<file path="src/rtl/hazard_pkg.sv">
// Shared types and helpers for the hazard sequencer: FSM state encoding,
// boundary indices and the per-state stack beat count.
package hazard_pkg;

  typedef enum logic [2:0] {
    ST_IDLE = 3'd0,
    ST_CALL = 3'd1,
    ST_RET  = 3'd2,
    ST_RTI  = 3'd3,
    ST_INT  = 3'd4
  } state_e;

  localparam int B_FD = 0;

  // CALL/RET move only the PC; RTI and interrupt entry also move the flags.
  function automatic int seq_beats(input state_e s, input int pc_beats,
                                   input int flag_beats);
    case (s)
      ST_CALL, ST_RET: return pc_beats;
      ST_RTI, ST_INT:  return pc_beats + flag_beats;
      default:         return 0;
    endcase
  endfunction

endpackage

</file>
<file path="src/rtl/stack_beat_counter.sv">
// Stack beat counter: load to 1 on sequence entry, step per beat, clear on
// release; terminal count flags the release cycle.
module stack_beat_counter #(
  parameter int CNT_W = 2
) (
  input  logic             i_clk,
  input  logic             i_rst_n,
  input  logic             i_load,
  input  logic             i_inc,
  input  logic             i_clr,
  input  logic [CNT_W-1:0] i_beats,
  output logic [CNT_W-1:0] o_count,
  output logic             o_tc
);

  logic [CNT_W-1:0] cnt_q;

  always_ff @(posedge i_clk) begin
    if (!i_rst_n || i_clr) begin
      cnt_q <= '0;
    end else if (i_load) begin
      cnt_q <= CNT_W'(1);
    end else if (i_inc) begin
      cnt_q <= cnt_q + CNT_W'(1);
    end
  end

  assign o_count = cnt_q;
  assign o_tc    = (cnt_q == i_beats);

endmodule

</file>
<file path="src/rtl/hazard_sequencer.sv">
// Pipeline hazard sequencer: per-boundary stall/flush, PC redirect and
// interrupt acknowledge, with multi-beat CALL/RET/RTI/INT stack sequences.
module hazard_sequencer
  import hazard_pkg::*;
#(
  parameter int N_STAGES   = 3,
  parameter int PC_BEATS   = 2,
  parameter int FLAG_BEATS = 1,
  localparam int N_B       = N_STAGES - 1,
  localparam int CNT_W     = $clog2(PC_BEATS + FLAG_BEATS + 1)
) (
  input  logic             i_clk,
  input  logic             i_rst_n,
  input  logic             i_push_pc,
  input  logic             i_pop_pc,
  input  logic             i_rti,
  input  logic             i_branch_decision,
  input  logic             i_load_use,
  input  logic             i_exm_imm,
  input  logic             i_interrupt_req,
  output logic [N_B-1:0]   o_stall,
  output logic [N_B-1:0]   o_flush,
  output logic             o_branch_decision,
  output logic [CNT_W-1:0] o_stack_beat,
  output logic             o_stack_en,
  output logic             o_interrupt_ack,
  output logic             o_int_blocked,
  output logic [2:0]       o_state
);

  localparam int B_LAST = N_B - 1;

  state_e           state_q, state_d;
  logic [CNT_W-1:0] count, beats;
  logic             cnt_load, cnt_inc, cnt_clr, cnt_tc;
  logic [N_B-1:0]   stall_raw, flush_v;
  logic             int_ok;

  assign int_ok = i_interrupt_req & ~(i_push_pc | i_pop_pc | i_rti | i_load_use);
  assign beats  = CNT_W'(seq_beats(state_q, PC_BEATS, FLAG_BEATS));

  stack_beat_counter #(.CNT_W(CNT_W)) u_cnt (
    .i_clk   (i_clk),
    .i_rst_n (i_rst_n),
    .i_load  (cnt_load),
    .i_inc   (cnt_inc),
    .i_clr   (cnt_clr),
    .i_beats (beats),
    .o_count (count),
    .o_tc    (cnt_tc)
  );

  always_comb begin
    state_d           = state_q;
    cnt_load          = 1'b0;
    cnt_inc           = 1'b0;
    cnt_clr           = 1'b0;
    stall_raw         = '0;
    flush_v           = '0;
    o_branch_decision = 1'b0;
    o_stack_en        = 1'b0;
    o_stack_beat      = '0;
    o_interrupt_ack   = 1'b0;

    if (state_q == ST_IDLE) begin
      if (i_push_pc | i_pop_pc | i_rti | int_ok) begin
        stall_raw  = '1;
        o_stack_en = 1'b1;
        cnt_load   = 1'b1;
        if (i_push_pc)     state_d = ST_CALL;
        else if (i_pop_pc) state_d = ST_RET;
        else if (i_rti)    state_d = ST_RTI;
        else begin
          state_d         = ST_INT;
          o_interrupt_ack = 1'b1;
          flush_v[B_FD]   = 1'b1;
        end
      end else if (i_branch_decision) begin
        flush_v           = '1;
        o_branch_decision = 1'b1;
      end else if (i_load_use) begin
        stall_raw[B_FD] = 1'b1;
        // With a single boundary the bubble would cancel the stall itself.
        if (N_B > 1) flush_v[B_LAST] = 1'b1;
      end
    end else if (!cnt_tc) begin
      stall_raw    = '1;
      o_stack_en   = 1'b1;
      o_stack_beat = count;
      cnt_inc      = 1'b1;
    end else begin
      flush_v           = '1;
      o_branch_decision = 1'b1;
      cnt_clr           = 1'b1;
      state_d           = ST_IDLE;
    end

    flush_v[B_LAST] = flush_v[B_LAST] | i_exm_imm;

    o_flush       = flush_v;
    o_stall       = stall_raw & ~flush_v;
    o_int_blocked = (state_q != ST_IDLE) | i_push_pc | i_pop_pc | i_rti | i_load_use;
    o_state       = state_q;

    if (!i_rst_n) begin
      o_flush           = '0;
      o_stall           = '0;
      o_int_blocked     = 1'b0;
      o_state           = 3'd0;
      o_branch_decision = 1'b0;
      o_stack_en        = 1'b0;
      o_stack_beat      = '0;
      o_interrupt_ack   = 1'b0;
    end
  end

  always_ff @(posedge i_clk) begin
    if (!i_rst_n) begin
      state_q <= ST_IDLE;
    end else begin
      state_q <= state_d;
    end
  end

endmodule

</file>
<file path="config.mk">
export PLATFORM = sky130hd
export DESIGN_NAME = hazard_sequencer
export DESIGN_NICKNAME = d
export VERILOG_FILES = /design/src/rtl/hazard_pkg.sv /design/src/rtl/stack_beat_counter.sv /design/src/rtl/hazard_sequencer.sv
export SDC_FILE = /design/constraint.sdc
export NUM_CORES = 1
export LEC_CHECK = 0
export CORE_MARGIN = 2
export CORE_UTILIZATION = 46
export CTS_CLUSTER_DIAMETER = 200
export DETAILED_ROUTE_END_ITERATION = 7
export PLACE_DENSITY = 0.79
export SLEW_MARGIN = 15
export SYNTH_ARGS = -nofsm -noshare
export SYNTH_HDL_FRONTEND = slang
export SYNTH_SLANG_ARGS = --single-unit
export TNS_END_PERCENT = 10
</file>
<file path="constraint.sdc">
create_clock -name i_clk -period 5.25 [get_ports i_clk]
set_input_delay 1.05 -clock i_clk [delete_from_list [all_inputs] [get_ports i_clk]]
set_output_delay 1.05 -clock i_clk [all_outputs]
set_load 0.01 [all_outputs]
</file>
# Word level (Yosys, flattened, before mapping)
# Cells that the tools add are included.
[totals]
regBits = 5
output_inout_bits = 13
[classes]
add_sub_neg = 1
n_eq_ne = 6
n_mux = 44
bitwise = 13
n_reduce_logical = 10
[op_table]
columns = ["cell", "count"]
rows = [
  ["1-bit 2-to-1 mux", 27],
  ["3-bit 2-to-1 mux", 7],
  ["2-bit 2-to-1 mux", 9],
  ["1-bit bitwise OR", 9],
  ["3-bit by 2-bit equality test with 1-bit output, second input constant", 2],
  ["2-bit OR reduction", 3],
  ["2-bit case mux with 2 select lines", 1],
  ["2-bit nonzero test", 2],
  ["3-bit by 1-bit equality test with 1-bit output, second input constant", 1],
  ["3-bit equality test, second input constant", 1],
  ["3-bit zero test", 1],
  ["3-bit nonzero test", 1],
  ["2-bit by 1-bit adder with 2-bit output, second input constant", 1],
  ["2-bit AND", 1],
  ["2-bit equality test", 1],
  ["2-bit by 1-bit inequality test with 1-bit output, second input constant", 1],
  ["2-bit inverter", 1],
  ["2-bit AND reduction", 1],
  ["1-bit AND", 1],
  ["1-bit zero test", 1],
  ["1-bit logical OR", 1],
  ["1-bit inverter", 1],
]

# Logic depth before layout (Yosys ltp)
[logic_depth]
depth_word = 12
depth_mapped = 6
depth_no_buf = 4

# Modules after synthesis
# A second synthesis with hierarchy kept.
[unflattened]
hier_cells = 65
area_unflattened_um2 = 489.2
[modules_own_cells]
columns = ["mod", "instances", "cells_each", "area_per_inst_um2", "seq_area_each_um2"]
rows = [
  ["hazard_sequencer", 1, 53, 371.6, 60.1],
  ["stack_beat_counter", 1, 12, 117.6, 40.0],
]

# Least setup slack after synthesis
# OpenSTA, ideal clock, no wires.
[synth_path]
path_kind = "input port to output port"
from = "input i_push_pc"
to = "output o_branch_decision"
t_arrival_ps = 2115
slack_ps = 2085
path_stages = 5
path_buffers = 1
path_cell_list = "or3_1 -> clkbuf_1 -> nor2_1 -> a21oi_1 -> nor3b_1"
[synth_between]
elab_chain_cells = 9
[synth_lines]
columns = ["item", "line", "rtl"]
rows = [
  ["from (decl)", "hazard_sequencer.sv:14", "input logic i_push_pc,"],
  ["1-bit bitwise OR * (2 in series)", "hazard_sequencer.sv:39, hazard_sequencer.sv:66", ""],
  ["1-bit bitwise OR", "hazard_sequencer.sv:39", "assign int_ok = i_interrupt_req & ~(i_push_pc | i_pop_pc | i_rti | i_load_use);"],
  ["1-bit inverter", "hazard_sequencer.sv:39", ""],
  ["1-bit AND", "hazard_sequencer.sv:39", ""],
  ["1-bit bitwise OR *", "hazard_sequencer.sv:66", "if (i_push_pc | i_pop_pc | i_rti | int_ok) begin"],
  ["1-bit 2-to-1 mux *", "hazard_sequencer.sv:66", ""],
  ["1-bit 2-to-1 mux *", "hazard_sequencer.sv:65", "if (state_q == ST_IDLE) begin"],
  ["1-bit 2-to-1 mux *", "hazard_sequencer.sv:105", "if (!i_rst_n) begin"],
  ["to (decl)", "hazard_sequencer.sv:23", "output logic o_branch_decision,"],
]
# Every way passes the cells marked *; elsewhere a longest branch is shown, timed or not.

# Worst setup path after layout
[layout_path]
from = "input i_push_pc"
to = "output o_flush[1]"
[layout_between]
elab_chain_cells = 10
[layout_lines]
columns = ["item", "line", "rtl"]
rows = [
  ["1-bit bitwise OR * (2 in series)", "hazard_sequencer.sv:39, hazard_sequencer.sv:66", ""],
  ["1-bit bitwise OR", "hazard_sequencer.sv:39", ""],
  ["1-bit inverter", "hazard_sequencer.sv:39", ""],
  ["1-bit AND", "hazard_sequencer.sv:39", ""],
  ["1-bit bitwise OR *", "hazard_sequencer.sv:66", ""],
  ["1-bit 2-to-1 mux *", "hazard_sequencer.sv:66", ""],
  ["2-bit 2-to-1 mux *", "hazard_sequencer.sv:65", ""],
  ["1-bit bitwise OR *", "hazard_sequencer.sv:98", "flush_v[B_LAST] = flush_v[B_LAST] | i_exm_imm;"],
  ["2-bit 2-to-1 mux *", "hazard_sequencer.sv:105", ""],
  ["to (decl)", "hazard_sequencer.sv:22", "output logic [N_B-1:0] o_flush,"],
]
# Marks and branches as above.

==> impl_metrics.yaml <==
detailed_routing:
  firstDrtPassIters: 4
  drt-total-wl_mm: 1.61
  vias: 680
  via_per_inst: 5.91
  drc_errors: 0
  routedWlPerCell_um: 14.0
  drtIter0Drc: 13
  ant_nets: 0
worst_hold_path:
  whs_path_depth: 2
  hold_start: "state_q[0]"
  hold_end: "state_q[0]"
  hold_class: "reg -> reg"
sta:
  fin_crit_sh_pct: 78.0
  setup_tns_ns: 0
  holdWs_ns: 0.671
  period_minus_slack_ns: 4.10
  skew_ns: 0.00213
  maxSlewViolCount: 0
  hold_viol: 0
  setup_viol: 0
  relSlewSlack_pct: 70.0
  fmax_mhz: 244
  tightest_slew_ns: 0.450
  grt_setup_unrepaired: "no"
clock_tree:
  ctsHoldBuffers: 0
  post-cts-setup-buffers: 0
  cts_root_buf: "clkbuf_4"
  cts_tree: "yes"
  htreeDepth: 1
  clock_latency_ns: 0.25
  cts_buffer_depth: 2
  cts_buffers: 3
  postCtsResizedCells: 0
  clkSlewWorstSetupHoldPaths_ns: 0.04
  clock-sinks: 5
grt:
  first_global_vias: 587
  grt_usage_pct: 22.8
  grt_max_degree: 14
  grt_pass1_wl_mm: 2.55
  gr-total-overflow: 0
  antenna_found_initial: 0
yosys:
  mappedNetlistArea_um2: 608
  synthTopCellsByArea: "dfxtp_1 16%, nor2_1 4.9%, inv_1 4.3%"
  synthCells: 83
  avgSynthCellArea_um2: 7.33
  ys_ff_latch: 5
  synth_area_leader_cell: "dfxtp_1"
  synth-async-reset-ratio_pct: 0
  synth.most_common_cell: "nor2_1"
  ys_types: 39
  synth_common_cells: "8 x nor2_1, 7 x inv_1, 5 x a21oi_1, 5 x dfxtp_1, 5 x o21ai_0"
  synthFlopType: "dfxtp_1"
  synth_top_area_share_pct: 16.5
  ys_seq_area_share_pct: 16.5
  synth_edf_count: 0
  yosysWarnings: 0
  syn_nets: 92
floorplanning:
  coreArea_mm2: 0.00127
  dieArea_mm2: 0.00163
  top_level_ports: 22
  num_rows: 13
  start_util_pct: 47.9
  die_x_um: 40.4
  die_y_um: 40.4
worst_setup_path:
  cp_data_required_time_ns: 4.20
  path_class: "in -> out"
  worstSetupEndpointType: "output port"
  r2r_end: "u_cnt.o_count[1]"
  worstPathArrival_ns: 3.05
  r2r-start: "state_q[1]"
  critPathLaunchType: "input port"
  rr_worst_depth: 4
  reg2reg_slack_ns: 3.52
  critical_path_peak_fanout: 6
final_layout:
  fin_area_um2: 815
  postLayoutCoreUtil_pct: 64.2
  final_cells: 115
  final_nets: 110
  antennaDiodeCount: 0
  areaGrowthSynthToFinish_pct: 34.0
  drive_above_1_share_pct: 12.0
pwr:
  p_per_area_mw_per_mm2: 255
  ir_drop_mv: 0.113
  power_leakage_uw: 0.000297
status:
  outcome: "finished clean"
place:
  postPlaceCellArea_um2: 788
  post-dp-hpwl_mm: 1.18
  dp.cells: 111
  gp_congestion: 0.741
  port_buffers: 21
job:
  maxCapViolations: 0
how the worst max path moves through the flow:
stage | from | end | cells after the start
after floorplan | i_push_pc | o_branch_decision | 5
after global placement | i_push_pc | o_flush[1] | 6
after detailed placement | i_push_pc | o_flush[1] | 6
after CTS | i_push_pc | o_flush[1] | 6
after global routing | i_push_pc | o_branch_decision | 6
final | i_push_pc | o_flush[1] | 6
cells in the final DEF, fill, tap and decap left out, types with 2 or more instances in the layout:
cell type / Yosys / final
clkdlybuf4s50_1: 0 / 21
o21ai_0: 5 / 5
inv_1: 7 / 7
or3_1: 2 / 2
nor3b_1: 2 / 2
nor3_1: 3 / 3
nand2_1: 4 / 4
and3_1: 3 / 3
a21oi_1: 5 / 5
and2_1: 3 / 3
nor2_1: 8 / 8
o211ai_2: 2 / 2
clkbuf_4: 0 / 3
dfxtp_1: 5 / 5
nor2b_1: 3 / 3
critical path, cell delays in order:
cell and delay (ns):
clkdlybuf4s50_1 0.44, or3_1 0.51, nor3_4 0.26, o21a_1 0.15
o31a_2 0.11, clkdlybuf4s50_1 0.52
kinds of logic (layout without fill, tap and decap cells):
group,count (synthesis),after routing,share of synthesized area (%)
AOI/OAI and AO/OA,27,27,34.6
buffers and inverters,15,32,12.3
xor gates and xnor gates,1,1,1.44
and+or+nand+nor,35,35,35.2
DFF,5,5,16.5
sequential cells by signal (all words and copies together), names as in the netlist:
signal / count
state_q: 3
u_cnt.o_count: 2
routing by layer:
layer  global-route usage, %  part of all wire, %  vias to the layer above
li1                        -                    -                      338
met1                    32.7                   47                      322
met2                    33.7                   48                       18
met3                    2.22                  3.8                        2
met4                    10.0                  1.1                        0
met5                       0                    0                        -
where the power goes:
| group | switching (uW) | internal (uW) |
|---|---|---|
| clock network | 16.9 | 28.8 |
| logic | 49.9 | 51.7 |
| registers | 17.1 | 43.4 |
| total | 83.9 | 124 |
per-stage QoR:
step                      total power [uW]  worst slack, ns
after global placement                 158             1.17
final                                  208             1.15
after CTS                              209             1.15
after floorplan                        129             2.09
after detailed placement               161             1.16
after global routing                   223             1.03
area by class of cell:
class	instances	area, um2
clock buffers	4	26.3
repair buffers	21	210
multi-input cells	63	433
flip-flops and latches	5	100
inverters	7	26.3
fillers	118	454
well taps	15	18.8
Power figures use the tool's default switching activity.
